===== src/rtl/usb_wb_initiator.sv =====
// Wishbone B4 classic initiator for the USB device core debug port.
// Turns a command/write-data stream into single or incrementing-burst bus cycles and returns one response per beat.
module usb_wb_initiator #(
  parameter int TIMEOUT = 256
) (
  input  logic        clk48,
  input  logic        reset,
  input  logic        cmd_valid,
  output logic        cmd_ready,
  input  logic        cmd_we,
  input  logic [29:0] cmd_adr,
  input  logic [3:0]  cmd_sel,
  input  logic [7:0]  cmd_len,
  input  logic        wd_valid,
  output logic        wd_ready,
  input  logic [31:0] wd_dat,
  output logic        rsp_valid,
  input  logic        rsp_ready,
  output logic [31:0] rsp_dat,
  output logic        rsp_err,
  output logic        rsp_timeout,
  output logic        rsp_last,
  output logic [29:0] wishbone_adr,
  output logic [31:0] wishbone_dat_w,
  output logic [3:0]  wishbone_sel,
  output logic        wishbone_cyc,
  output logic        wishbone_stb,
  output logic        wishbone_we,
  output logic [2:0]  wishbone_cti,
  output logic [1:0]  wishbone_bte,
  input  logic [31:0] wishbone_dat_r,
  input  logic        wishbone_ack,
  input  logic        wishbone_err
);

  localparam int TW = (TIMEOUT > 2) ? $clog2(TIMEOUT) : 1;

  typedef enum logic [1:0] {
    IDLE,
    BEAT,
    DRAIN
  } state_t;

  state_t          r_state;
  logic [7:0]      r_len;
  logic [7:0]      r_remain;
  logic [TW-1:0]   r_tcnt;

  logic w_raise;
  logic w_ack;
  logic w_err;
  logic w_tmo;
  logic w_term;
  logic w_final;
  logic w_abort;

  // A new beat starts only once the previous response has left the single response register.
  assign w_raise = (r_state == BEAT) && !wishbone_stb && !rsp_valid &&
                   (!wishbone_we || wd_valid);

  assign w_err   = wishbone_cyc && wishbone_stb && wishbone_err;
  assign w_ack   = wishbone_cyc && wishbone_stb && wishbone_ack && !wishbone_err;
  assign w_tmo   = wishbone_cyc && wishbone_stb && !wishbone_ack && !wishbone_err &&
                   (r_tcnt == TW'(TIMEOUT - 1));
  assign w_term  = w_ack || w_err || w_tmo;
  assign w_final = (r_remain == 8'd0);
  assign w_abort = w_err || w_tmo;

  assign cmd_ready    = (r_state == IDLE) && !reset;
  assign wishbone_bte = 2'b00;

  always_ff @(posedge clk48 or posedge reset) begin
    if (reset) begin
      r_state        <= IDLE;
      r_len          <= 8'd0;
      r_remain       <= 8'd0;
      r_tcnt         <= '0;
      wishbone_adr   <= 30'd0;
      wishbone_dat_w <= 32'd0;
      wishbone_sel   <= 4'd0;
      wishbone_cyc   <= 1'b0;
      wishbone_stb   <= 1'b0;
      wishbone_we    <= 1'b0;
      wishbone_cti   <= 3'b000;
      wd_ready       <= 1'b0;
      rsp_valid      <= 1'b0;
      rsp_dat        <= 32'd0;
      rsp_err        <= 1'b0;
      rsp_timeout    <= 1'b0;
      rsp_last       <= 1'b0;
    end else begin
      wd_ready <= 1'b0;
      if (rsp_valid && rsp_ready) begin
        rsp_valid <= 1'b0;
      end

      case (r_state)
        IDLE: begin
          if (cmd_valid) begin
            wishbone_adr <= cmd_adr;
            wishbone_sel <= cmd_sel;
            wishbone_we  <= cmd_we;
            wishbone_cyc <= 1'b1;
            r_len        <= cmd_len;
            r_remain     <= cmd_len;
            r_state      <= BEAT;
          end
        end

        BEAT: begin
          if (w_raise) begin
            wishbone_stb <= 1'b1;
            r_tcnt       <= '0;
            if (r_len == 8'd0) begin
              wishbone_cti <= 3'b000;
            end else if (r_remain == 8'd0) begin
              wishbone_cti <= 3'b111;
            end else begin
              wishbone_cti <= 3'b010;
            end
            if (wishbone_we) begin
              wishbone_dat_w <= wd_dat;
              wd_ready       <= 1'b1;
            end
          end else if (wishbone_stb) begin
            if (w_term) begin
              wishbone_stb <= 1'b0;
              rsp_valid    <= 1'b1;
              rsp_dat      <= (w_ack && !wishbone_we) ? wishbone_dat_r : 32'd0;
              rsp_err      <= w_err;
              rsp_timeout  <= w_tmo;
              rsp_last     <= w_final || w_abort;
              if (w_ack) begin
                wishbone_adr <= wishbone_adr + 30'd1;
              end
              // An aborted write still owes the source its un-issued beats, so swallow them first.
              if (w_final || w_abort) begin
                wishbone_cyc <= 1'b0;
                if (w_abort && wishbone_we && !w_final) begin
                  r_state  <= DRAIN;
                  wd_ready <= 1'b1;
                end else begin
                  r_state <= IDLE;
                end
              end else begin
                r_remain <= r_remain - 8'd1;
              end
            end else begin
              r_tcnt <= r_tcnt + 1'b1;
            end
          end
        end

        DRAIN: begin
          wd_ready <= 1'b1;
          if (wd_valid && wd_ready) begin
            if (r_remain == 8'd1) begin
              wd_ready <= 1'b0;
              r_state  <= IDLE;
            end else begin
              r_remain <= r_remain - 8'd1;
            end
          end
        end

        default: r_state <= IDLE;
      endcase
    end
  end

endmodule


===== config.mk =====
export PLATFORM = sky130hd
export DESIGN_NAME = usb_wb_initiator
export DESIGN_NICKNAME = d
export VERILOG_FILES = /design/src/rtl/usb_wb_initiator.sv
export SDC_FILE = /design/constraint.sdc
export NUM_CORES = 1
export LEC_CHECK = 0
export ABC_AREA = 1
export CORE_UTILIZATION = 30
export CTS_CLUSTER_DIAMETER = 150
export DETAILED_ROUTE_END_ITERATION = 6
export RECOVER_POWER = 50
export SKIP_CTS_REPAIR_TIMING = 1
export SYNTH_ARGS = -nofsm -noshare
export SYNTH_HDL_FRONTEND = slang
export SYNTH_SLANG_ARGS = --single-unit

===== constraint.sdc =====
create_clock -name clk48 -period 12.55 [get_ports clk48]
set_input_delay 1.255 -clock clk48 [delete_from_list [all_inputs] [get_ports clk48]]
set_output_delay 1.255 -clock clk48 [all_outputs]
set_load 0.05 [all_outputs]

==> results by stage, run 1 <==
Timing:
- Timing would allow up to 234 MHz.
- The period utilization is 34.0%.
- For the final routed database, the setup TNS stands at 0 ns.
- The worst path in the final design needs a cycle of 4.27 ns, including I/O delays and setup.
- The number of endpoints failing setup at the final stage is 0.
- The number of hold violations in the final report is 0.
- The final-report max-slew violation count was 139.
- The worst relative slew slack is -98.1%.
- Setup repair after global routing left no endpoint under its margin.
- The clock tree skew after final layout is 0.0136 ns.
- The slew at the pin closest to its max-slew limit is 2.96 ns.

Worst setup path:
- The delay of the slowest cell on the worst path is 1.77 ns.
- The library cell appearing most often on the critical path is sky130_fd_sc_hd__nand2_1.
- The worst register-to-register path begins at r_tcnt[0].
- The path type of the worst setup path is in2reg.
- Data on the critical path is required at its endpoint by 12.73 ns.
- Among all stages on the critical path, the largest delay is contributed by sky130_fd_sc_hd__clkbuf_1.
- The worst setup path is captured at a register.
- The worst register-to-register path has a depth of 8.
- The flop-to-flop setup slack is 9.01 ns.
- The startpoint class of the critical path is an input pin.
- The destination of the worst register-to-register timing path is rsp_dat[10].
- Walking the worst path, the cells encountered are dlygate4sd3_1, inv_1, nand2_1, nor2_1, nand3_1, nand2_1, o21ai_4, clkbuf_1, o21ai_0.
- The biggest fanout along the worst timing path is 71.
- Data on the critical path arrives at its endpoint at 4.45 ns.

Clocking:
- The maximum buffer depth of the clock tree is 2.
- Counting every sink on the clock net gives 134.
- The insertion delay of the later-clocked pin in the worst-skew pair is 0.42 ns.
- TritonCTS built the clock tree.
- The register clock-pin slew on the reported worst setup and hold paths is 0.07 ns.
- In this run, CTS created clock tree buffers numbering 17.
- The clock root buffer is sky130_fd_sc_hd__clkbuf_16.
- CTS built an H-tree with a depth of 4.

Place:
- The placer's final routability congestion estimate is 0.842.
- The placed wire-length estimate after detailed placement is 14300 um.
- The total cell area at the placement stage is 9550 um^2.
- Port buffering added 223 buffers.

Synth:
- Yosys instantiated no cell more often than sky130_fd_sc_hd__nand2_1.
- The top cell type by total area after synthesis is sky130_fd_sc_hd__dfrtp_1.
- The number of instances in the synthesized netlist is 955.
- The synthesis-stage register bit count is 134.
- Averaged over all synthesized cells, the footprint is 7.38 um^2.
- The area of the mapped netlist is 7050 um^2.
- The count of warnings emitted by yosys is 0.
- The proportion of netlist area held by the largest area contributor is 47.6%.
- Yosys mapped the design onto 41 distinct sky130hd cell types.
- The most instantiated flip-flop cell in the synthesis netlist is sky130_fd_sc_hd__dfrtp_1.
- By count the netlist is led by sky130_fd_sc_hd__nand2_1, sky130_fd_sc_hd__dfrtp_1, sky130_fd_sc_hd__nor2_1, sky130_fd_sc_hd__inv_1, sky130_fd_sc_hd__o21ai_0.
- The async set-or-reset flop fraction in the synthesized netlist is 100%.
- The sequential fraction of the synthesis area is 47.6%.
- Sorting the synthesized cells by area gives the leading types as sky130_fd_sc_hd__dfrtp_1, sky130_fd_sc_hd__nand2_1, sky130_fd_sc_hd__o21ai_0.
- Yosys mapped a number of flops with a built-in enable equal to 0.

Floorplanning:
- The number of core rows is 55.
- The die height is 155 um.
- The initial core utilization is 30.9%.
- The core footprint is 22800 um^2.
- The total die area is 24100 um^2.
- The die width is 155 um.
- The total I/O pin count is 226.

Global route:
- Entering global routing, the biggest net connects 72 pins.
- The first global-routing pass estimated 32700 um of wire.
- The final global-route overflow total is 0.
- The overall routing resource usage is 17.1%.
- The number of antenna violations at the first check in global routing is 1.
- The via count of the first global-routing pass is 6393.

Drt:
- The via count is 6696.
- Before antenna repair, the detailed router went through 7 iterations.
- The number of antenna-violating nets in the routed design is 0.
- The DRC violations left is 0.
- The via density per instance is 4.48.
- Dividing the detail-routed wire length by the instance count gives 13.4 um.
- Summed over all layers, the routed wires come to 20000 um.
- The first-iteration detailed-routing DRC count is 440.

Final layout:
- From synthesis to final layout, the design area changed by 42.8%.
- The finished cells cover 10100 um^2.
- The final net count is 1289.
- The number of fill cells is 2366.
- The ratio of cells with drive above 1 in the final layout is 5.08%.

Min path:
- The startpoint of the worst hold path is wishbone_dat_w[8].
- The worst min-delay path class is reg2reg.
- The count of cells along the worst hold path is 2.
- The destination of the worst hold path is wishbone_dat_w[8].

Power:
- In this run the static leakage power is 0.00472 uW.
- The total power divided by cell area is 264 nW/um^2.
- The peak ir drop on the vdd network is 134 uV.

Job:
- Max-cap violations in this run came to 2.

Run status:
- The final reports fail on capacitance limit, slew limit.
- The run finished, with violations left.
==> cells by family after synthesis <==
family	after synthesis	synth area share, %
other	1	0.0532
and+or+nand+nor	564	32.9
muxes	8	1.26
DFF	134	47.6
buffers and inverters	113	6.67
xor gates and xnor gates	8	0.994
adders and majority gates	8	1.42
AOI/OAI and AO/OA	119	9.18
==> per-layer routing <==
layer / up-vias / track usage (%) / part of all wire (%)
li1: 3449 / - / -
met1: 3058 / 23.1 / 48
met2: 169 / 26.3 / 44
met3: 20 / 5.18 / 6.3
met4: 0 / 4.67 / 1.1
met5: - / 0 / 0
==> flip-flops by register name, summed over array words and instances (netlist names), 2 cells and up <==
register	cells
rsp_dat	32
wishbone_dat_w	32
wishbone_adr	30
r_len	8
r_remain	8
r_tcnt	8
wishbone_sel	4
r_state	2
wishbone_cti	2
==> final cells by class <==
cell class | count | area [um^2] | area share (%)
multi-input combinational | 709 | 3210 | 31.9
inverter | 77 | 293 | 2.91
timing repair buffer | 228 | 2270 | 22.5
clock buffer | 19 | 443 | 4.40
tap | 313 | 392 | 3.89
antenna | 1 | 2.50 | 0.0249
clock inverter | 13 | 110 | 1.09
sequential | 134 | 3350 | 33.3
==> how the worst max path moves through the flow <==
stage	to	from	cells past startpoint	slack [ns]
6_report	rsp_dat[10]	wishbone_err	9	8.28
5_1_grt	rsp_valid	wishbone_err	9	7.71
4_1_cts	cmd_ready	reset	3	8.58
3_5_place_dp	cmd_ready	reset	3	8.59
3_3_place_gp	cmd_ready	reset	3	8.59
2_1_floorplan	r_len[0]	reset	1	7.71
==> report_power, final <==
group          switching [uW]  total, uW  leakage [uW]  internal, uW
Combinational            1000       1450       0.00276           453
Sequential                142        737       0.00171           595
Clock                     207        469      0.000256           263
Total                    1350       2660       0.00472          1310
==> critical path: cells and delay by family <==
kind	cells	cell delay, ns
compound gates	2	0.39
buf+inv	3	2.43
simple gates	4	0.34
==> layout by cell type, fill, tap and decap left out, types with 2 or more instances in the layout <==
master and instances:
sky130_fd_sc_hd__a31oi_1 2, sky130_fd_sc_hd__nand4_1 8, sky130_fd_sc_hd__nand3b_1 10, sky130_fd_sc_hd__inv_1 72
sky130_fd_sc_hd__nor2_1 93, sky130_fd_sc_hd__inv_2 2, sky130_fd_sc_hd__or2_2 4, sky130_fd_sc_hd__o21bai_1 8
sky130_fd_sc_hd__clkbuf_16 17, sky130_fd_sc_hd__o211ai_1 3, sky130_fd_sc_hd__conb_1 2, sky130_fd_sc_hd__nand2_1 386
sky130_fd_sc_hd__nand2_2 2, sky130_fd_sc_hd__nor2_2 3, sky130_fd_sc_hd__o21ai_0 76, sky130_fd_sc_hd__dlygate4sd3_1 56
sky130_fd_sc_hd__nand3_1 52, sky130_fd_sc_hd__clkdlybuf4s50_1 167, sky130_fd_sc_hd__buf_4 4, sky130_fd_sc_hd__ha_1 7
sky130_fd_sc_hd__o21ai_1 2, sky130_fd_sc_hd__xnor2_1 3, sky130_fd_sc_hd__xor2_1 5, sky130_fd_sc_hd__mux2_2 7
sky130_fd_sc_hd__o31ai_1 2, sky130_fd_sc_hd__dfrtp_1 134, sky130_fd_sc_hd__clkinvlp_4 5, sky130_fd_sc_hd__a21oi_1 20
sky130_fd_sc_hd__inv_6 6, sky130_fd_sc_hd__clkbuf_1 2, sky130_fd_sc_hd__nor4_1 2, sky130_fd_sc_hd__nor3_1 2
==> stage by stage <==
stage | total power, uW | setup slack [ns] | instances | util, % | hold WS (ns)
floorplan | 1760 | 7.71 | 956 | - | 0.453
global placement | 2210 | 8.59 | 1461 | 41.8 | 0.454
detailed placement | 2230 | 8.59 | 1461 | 41.8 | 0.458
CTS | 2710 | 8.58 | 1493 | 44.2 | 0.475
global route | 2850 | 7.71 | 1494 | 44.1 | 0.485
finish | 2660 | 8.28 | 1494 | 44.1 | 0.463
Note: power is estimated with default switching activity, not from simulation.
==> inputs of run 2 (changes only) <==
- clock period: 12.55 -> 3.9 ns (I/O delays scaled with it)
==> results by stage, run 2 (synthesis results as in run 1) <==
Final layout:
- Relative to the synthesized area, the layout overhead comes to 43.8%.
- The ratio of cells with drive above 1 in the final layout is 5.67% (+0.58 points).
- The footprint of the flip-flops and latches is 3350 um^2 (unchanged).
- The area taken by multi-input logic gates is 3230 um^2 (+0.86%).
- The final cell utilization of the core is 44.4% (+0.31 points).
- The filler-free cell count of the finished design came to 1495 (+0.067%).
- The largest registers in the layout are rsp_dat: 32 flops, wishbone_dat_w: 32 flops, wishbone_adr: 30 flops.
- The antenna cell count came to 0 (-1).
- The most common cell after layout, fill and taps aside is sky130_fd_sc_hd__nand2_1.
- The number of fill cells is 2354 (-0.51%).
- In the layout the commonest cells are sky130_fd_sc_hd__nand2_1, sky130_fd_sc_hd__clkdlybuf4s50_1, sky130_fd_sc_hd__dfrtp_1.
- The final net count is 1291 (+0.16%).

Power:
- The peak ir drop on the vdd network was 442 uV (+230%).
- The proportion of power drawn by flip-flops and latches is 27.5% (-0.2 points).
- The switching portion of total power is 50.9% (+0.20 points).
- The net switching power figure was 4410 uW (+230%).
- The share of total power in combinational logic came to 54.3% (-0.3 points).
- The static leakage power is 0.00474 uW (+0.38%).
- The total power divided by cell area is 855 nW/um^2 (+220%).
- The share of power burned in the clock network is 18.2% (+0.6 points).
- The internal power is 4250 uW (+220%).

Worst setup path:
- The destination of the worst register-to-register timing path is wishbone_adr[9].
- Counting stages on the worst path, the most repeated cell is sky130_fd_sc_hd__inv_1.
- STA classifies the critical path startpoint as a register.
- The flop-to-flop setup slack was 0.90 ns (-8.11 ns).
- The critical path data arrival time is 3.29 ns (-1.16 ns).
- The depth of the worst register-to-register path is 8 (unchanged).
- The count of buffering cells on the critical path with inverters included was 3 (unchanged).
- The worst register-to-register path begins at r_state[1].
- The path type of the worst setup path is reg2reg.
- The kind of cell with the highest combined delay along the critical path is buffers and inverters.
- In this run the worst setup path terminates at wishbone_adr[9].
- Walking the worst path, the cells encountered are inv_1, ha_1, clkbuf_2, inv_1, nor2_1, nand3_1, o22ai_1, a21oi_1.
- The depth of the critical timing path with buffers and inverters included is 8 (-1).
- For this design, the slowest cell found on the critical path is sky130_fd_sc_hd__clkbuf_2.
- The required time reported for the critical path endpoint came to 4.19 ns (-8.54 ns).
- The biggest fanout along the worst timing path is 57 (-20%).
- STA classifies the critical path endpoint as a register.
- Tracing the worst setup path back leads to its startpoint at r_state[1].
- The delay of the slowest cell on the worst path is 0.87 ns (-0.90 ns).

Timing:
- The setup TNS is 0 ns (unchanged).
- The clock tree skew after final layout is 0.0140 ns (+0.000387 ns).
- The worst path setup slack after routing was 0.904 ns (-7.38 ns).
- After layout, the minimum clock period comes to 3.00 ns.
- Of the available clock period, the critical path in the final layout requires 76.8%.
- For this run, the top clock speed supported by timing is 334 MHz.
- Setup repair after global routing left no endpoint under its margin.
- The worst relative slew slack is 6.34% (+100 points).
- The final-report max-slew violation count came to 0 (-100%).
- The number of endpoints failing setup at the final stage is 0 (unchanged).
- The slew at the pin closest to its max-slew limit is 1.40 ns (-1.56 ns).
- The number of hold violations in the final report is 0 (unchanged).

Run status:
- The flow ran to the end, and the final reports show no timing, DRC or antenna violations.

Job:
- The number of max-cap violations is 0 (-2).

Clocking:
- The clock root buffer is sky130_fd_sc_hd__clkbuf_16.
- TritonCTS built the clock tree.
- The insertion delay of the later-clocked pin in the worst-skew pair is 0.42 ns (about the same).
- The maximum buffer depth of the clock tree is 2 (unchanged).
- The count of clock tree sinks was 134 (unchanged).
- The maximum level of the CTS H-tree was 4 (unchanged).
- The register clock-pin slew on the reported worst setup and hold paths is 0.07 ns (about the same).
- The number of CTS-inserted buffers was 17 (unchanged).

Global route:
- The pin count of the biggest net entering global routing is 72 (unchanged).
- The first-pass GRT wire length is 32900 um (+0.59%).
- The overall routing resource usage is 17.3% (+0.21 points).
- The final global-route overflow total came to 0 (unchanged).
- The via count of the first global-routing pass is 6304 (-1.4%).
- The number of antenna violations at the first check in global routing is 0 (-1).

Drt:
- The number of antenna-violating nets in the routed design came to 0 (unchanged).
- The wire length per cell came to 13.5 um (+0.60%).
- The total length of routed met3 wires is 1340 um (+6.3%).
- The via count is 6738 (+0.63%).
- The length of the first detailed-routing pass in iterations was 5 (-2).
- The via density per instance is 4.51 (+0.56%).
- The highest metal layer carrying signal wires in the routed design is met4.
- The total wirelength of the detailed-routed design is 20100 um (+0.67%).
- The DRC violations left came to 0 (unchanged).
- The detailed-routed wire length on met2 is 8920 um (+0.83%).
- The first-iteration detailed-routing DRC count is 479 (+8.9%).
- The total routed wire length on the met1 layer is 9800 um (+1.3%).

Floorplanning:
- The total die area is 24100 um^2 (unchanged).
- The die height came to 155 um (unchanged).
- The die width came to 155 um (unchanged).
- The number of core rows is 55 (unchanged).
- The core footprint is 22800 um^2 (unchanged).
- The total I/O pin count is 226 (unchanged).
- The initial core utilization came to 30.9% (unchanged).

Place:
- The worst slack at placement is 1.27 ns (-7.33 ns).
- The total placed cells including tap cells is 1463 (+0.14%).
- The placer's final routability congestion estimate came to 0.860 (+2.2%).
- The number of I/O port buffers came to 223 (unchanged).
- The placed wire-length estimate after detailed placement was 14400 um (+1.0%).

Min path:
- The worst min-delay path class is reg2reg.
==> run 2: cell count changes in the layout (fill, tap and decap cells not counted), moves of 2 or more <==
cell,previous run,this run
sky130_fd_sc_hd__inv_6,6,8
sky130_fd_sc_hd__o21ai_1,2,7
sky130_fd_sc_hd__clkinvlp_4,5,1
sky130_fd_sc_hd__inv_8,1,4
sky130_fd_sc_hd__nand2_1,386,384
sky130_fd_sc_hd__o21ai_0,76,71
sky130_fd_sc_hd__nand2_2,2,4
sky130_fd_sc_hd__dlygate4sd3_1,56,38
sky130_fd_sc_hd__clkdlybuf4s50_1,167,185
sky130_fd_sc_hd__nand3_1,52,50
==> run 2: worst min path at each step <==
| stage | slack (ns) | cells past startpoint | endpoint | from |
|---|---|---|---|---|
| 6_report | 0.47 | 2 | wishbone_dat_w[1] | wishbone_dat_w[1] |
| 5_1_grt | 0.49 | 3 | wishbone_dat_w[9] | wd_dat[9] |
| 4_1_cts | 0.46 | 2 | r_state[0] | reset |
| 3_5_place_dp | 0.46 | 2 | wishbone_dat_w[12] | wishbone_dat_w[12] |
| 3_3_place_gp | 0.45 | 2 | wishbone_dat_w[21] | wishbone_dat_w[21] |
| 2_1_floorplan | 0.45 | 2 | r_len[2] | r_len[2] |
==> run 2: layout make-up <==
cell class | count | area share, %
Clock buffer | 17 | 4.20
Clock inverter | 15 | 1.46
Inverter | 77 | 2.89
Multi-Input combinational cell | 709 | 31.9
Sequential cell | 134 | 33.1
Tap cell | 313 | 3.86
Timing Repair Buffer | 230 | 22.6
==> run 2: per-stage QoR <==
stage / hold slack, ns / area, um^2 / power (uW)
5_1_grt: 0.486 / 10100 / 9310
3_3_place_gp: 0.454 / 9580 / 7110
4_1_cts: 0.465 / 10100 / 8780
6_report: 0.467 / 10100 / 8660
3_5_place_dp: 0.458 / 9580 / 7160
2_1_floorplan: 0.453 / 7060 / 5660
==> run 2: per-layer routing <==
layer  global-route usage (%)  vias up
met3                     4.87        4
met4                     4.20        0
met5                        0        -
met1                     24.0     3078
li1                         -     3456
met2                     26.4      200
==> run 2: tightest hold or removal path: cells and delay by family (launching register included) <==
kind	cells	cell delay (ns)
flip-flops	1	0.34
AND/OR/NAND/NOR	2	0.09
==> run 2: power groups by stage <==
stage / Clock [uW] / Sequential, uW / Combinational, uW
finish: 1580 / 2380 / 4700
detailed placement: 0 / 2400 / 4760
global placement: 0 / 2400 / 4710
global route: 1690 / 2460 / 5160
CTS: 1630 / 2380 / 4770
floorplan: 0 / 3670 / 2000
==> inputs of run 3 (changes only) <==
- clock period: 3.9 -> 3 ns (I/O delays scaled with it)
==> results by stage, run 3 (synthesis results as in run 1) <==
Clocking:
- The CTS tree is yes.
- In this run the clock root is driven by a sky130_fd_sc_hd__clkbuf_16.
- The maximum level of the CTS H-tree is 4 (unchanged).
- The register clock-pin slew on the reported worst setup and hold paths is 0.07 ns (about the same).
- The count of clock tree sinks is 134 (unchanged).
- The number of CTS-inserted buffers was 17 (unchanged).
- The insertion delay of the later-clocked pin in the worst-skew pair is 0.42 ns (about the same).
- The maximum buffer depth of the clock tree is 2 (unchanged).

Worst setup path:
- The biggest fanout along the worst timing path is 3 (-95%).
- The critical path in this run is classified as reg2out.
- The worst register-to-register path ends at r_remain[7].
- The worst setup path is launched from a register.
- The type of destination of the critical path is a primary output.
- Among the stages of the critical path, the cell type that occurs most often is sky130_fd_sc_hd__inv_1.
- The required time reported for the critical path endpoint is 2.70 ns (-1.49 ns).
- The flop-to-flop setup slack is 0.78 ns (-0.12 ns).
- The depth of the worst register-to-register path is 9 (+1).
- The largest individual stage delay along the critical path comes from the cell sky130_fd_sc_hd__clkdlybuf4s50_1.
- The critical path data arrival time is 2.15 ns (-1.14 ns).
- Traced cell by cell, the critical path runs through inv_1, ha_1, inv_1, nor2_1, clkdlybuf4s50_1.
- The delay of the slowest cell on the worst path came to 0.85 ns (-0.02 ns).
- In this run the critical register-to-register path is launched from r_state[1].

Timing:
- The final-report max-slew violation count came to 0 (unchanged).
- The worst relative slew slack is 15.9% (+9.6 points).
- The worst path setup slack after routing is 0.552 ns (-0.352 ns).
- The number of endpoints failing setup at the final stage is 0 (unchanged).
- The worst path in the final design needs a cycle of 2.45 ns, including I/O delays and setup.
- Setup repair after global routing left no endpoint under its margin.
- The slew at the pin closest to its max-slew limit is 1.25 ns (-0.143 ns).
- The clock tree skew after final layout is 0.00875 ns (-0.00524 ns).
- The period utilization is 81.6%.
- The number of hold violations in the final report is 0 (unchanged).
- For this run, the top clock speed supported by timing is 409 MHz.
- The setup TNS came to 0 ns (unchanged).

Final layout:
- The final net count is 1294 (+0.23%).
- The largest registers in the layout are rsp_dat: 32 flops, wishbone_dat_w: 32 flops, wishbone_adr: 30 flops.
- The library cell used most frequently in the layout, excluding fill and tap cells, is sky130_fd_sc_hd__nand2_1.
- The final cell area excluding filler cells is 10100 um^2 (+0.14%).
- The ratio of cells with drive above 1 in the final layout was 5.49% (-0.18 points).
- The number of fill cells is 2360 (+0.25%).
- The library cells used most frequently in the layout, excluding fill and tap cells, are sky130_fd_sc_hd__nand2_1, sky130_fd_sc_hd__clkdlybuf4s50_1, sky130_fd_sc_hd__dfrtp_1.
- Relative to the synthesized area, the layout overhead comes to 44.0%.
- The antenna cell count is 0 (unchanged).

Job:
- The number of max-cap violations is 0 (unchanged).

Drt:
- The wire length per cell is 13.6 um (+0.78%).
- The length of the first detailed-routing pass in iterations was 5 (unchanged).
- The via count is 6837 (+1.5%).
- The DRC violations left is 0 (unchanged).
- The first-iteration detailed-routing DRC count is 434 (-9.4%).
- The number of antenna-violating nets in the routed design is 0 (unchanged).
- The via density per instance is 4.56 (+1.3%).
- The total wirelength of the detailed-routed design is 20300 um (+0.98%).

Run status:
- The flow ran to the end, and the final reports show no timing, DRC or antenna violations.

Power:
- The peak ir drop on the vdd network came to 636 uV (+44%).
- The static leakage power was 0.00467 uW (-1.4%).
- The total power divided by cell area is 1120 nW/um^2 (+31%).

Global route:
- The first-pass GRT wire length came to 33500 um (+1.9%).
- The number of antenna violations at the first check in global routing is 0 (unchanged).
- The overall routing resource usage is 17.4% (+0.14 points).
- The via count of the first global-routing pass is 6514 (+3.3%).
- The final global-route overflow total is 0 (unchanged).
- The pin count of the biggest net entering global routing was 72 (unchanged).

Floorplanning:
- The die height is 155 um (unchanged).
- The number of core rows was 55 (unchanged).
- The total die area is 24100 um^2 (unchanged).
- The initial core utilization is 30.9% (unchanged).
- The core footprint is 22800 um^2 (unchanged).
- The die width is 155 um (unchanged).
- The total I/O pin count was 226 (unchanged).

Min path:
- The destination of the worst hold path is wishbone_dat_w[7].
- The startpoint of the worst hold path is wd_dat[7].
- The count of cells along the worst hold path was 3 (+1).
- The tightest min-delay check is of the in2reg type.

Place:
- The placed wire-length estimate after detailed placement came to 14500 um (+0.44%).
- The total cell area at the placement stage came to 9620 um^2 (+0.50%).
- The number of I/O port buffers is 223 (unchanged).
- The worst slack at placement came to 0.631 ns (-0.637 ns).
- The placer's final routability congestion estimate is 0.855 (-0.65%).
==> run 3: cell count changes in the layout (fill, tap and decap cells not counted), moves of 2 or more <==
cell,delta
sky130_fd_sc_hd__clkdlybuf4s50_1,+29
sky130_fd_sc_hd__clkinvlp_4,+2
sky130_fd_sc_hd__dlygate4sd3_1,-29
sky130_fd_sc_hd__nand3_1,+2
sky130_fd_sc_hd__nand3_2,-2
sky130_fd_sc_hd__o21ai_0,+5
sky130_fd_sc_hd__o21ai_1,-4
==> run 3: layout make-up <==
type	instances	area [um^2]	share of cell area (%)
Clock buffer	17	425	4.19
Clock inverter	15	156	1.54
Inverter	77	293	2.88
Multi-Input combinational cell	709	3210	31.6
Sequential cell	134	3350	33.0
Tap cell	313	392	3.86
Timing Repair Buffer	233	2320	22.9
==> run 3: per-stage QoR <==
step	hold slack, ns	instances	total power [uW]	utilization (%)
2_1_floorplan	0.396	956	7360	-
3_3_place_gp	0.454	1466	9310	42.1
3_5_place_dp	0.458	1466	9350	42.1
4_1_cts	0.381	1498	11500	44.7
5_1_grt	0.400	1498	12200	44.4
6_report	0.409	1498	11400	44.4
==> run 3: how the worst max path moves through the flow <==
stage / start / end / slack, ns / depth (start not counted)
6_report: r_state[0] / cmd_ready / 0.55 / 5
5_1_grt: reset / wishbone_adr[12] / 0.43 / 3
4_1_cts: r_state[0] / cmd_ready / 0.52 / 5
3_5_place_dp: wishbone_ack / wishbone_adr[12] / 0.63 / 9
3_3_place_gp: wishbone_ack / wishbone_adr[13] / 0.70 / 10
2_1_floorplan: reset / r_len[0] / 1.03 / 1
==> run 3: where the power goes <==
group	switching (uW)	leakage (uW)	internal (uW)	total (uW)
combinational	4180	0.00269	1980	6160
sequential	618	0.00171	2490	3100
clock	925	0.000278	1180	2100
==> run 3: layer usage <==
layer / vias to the layer above / share of wire (%) / global-route usage, %
li1: 3457 / - / -
met1: 3127 / 46 / 23.4
met2: 233 / 44 / 27.1
met3: 20 / 8.1 / 5.04
met4: 0 / 1.4 / 5.04
met5: - / 0 / 0
==> run 3: worst max-delay path, delay by kind of cell, from the launching register on <==
family	cells	cell delay, ns
adder cells (fa/ha/maj)	1	0.16
flip-flops	1	0.39
AND/OR/NAND/NOR	1	0.17
buffers and inverters	3	1.00
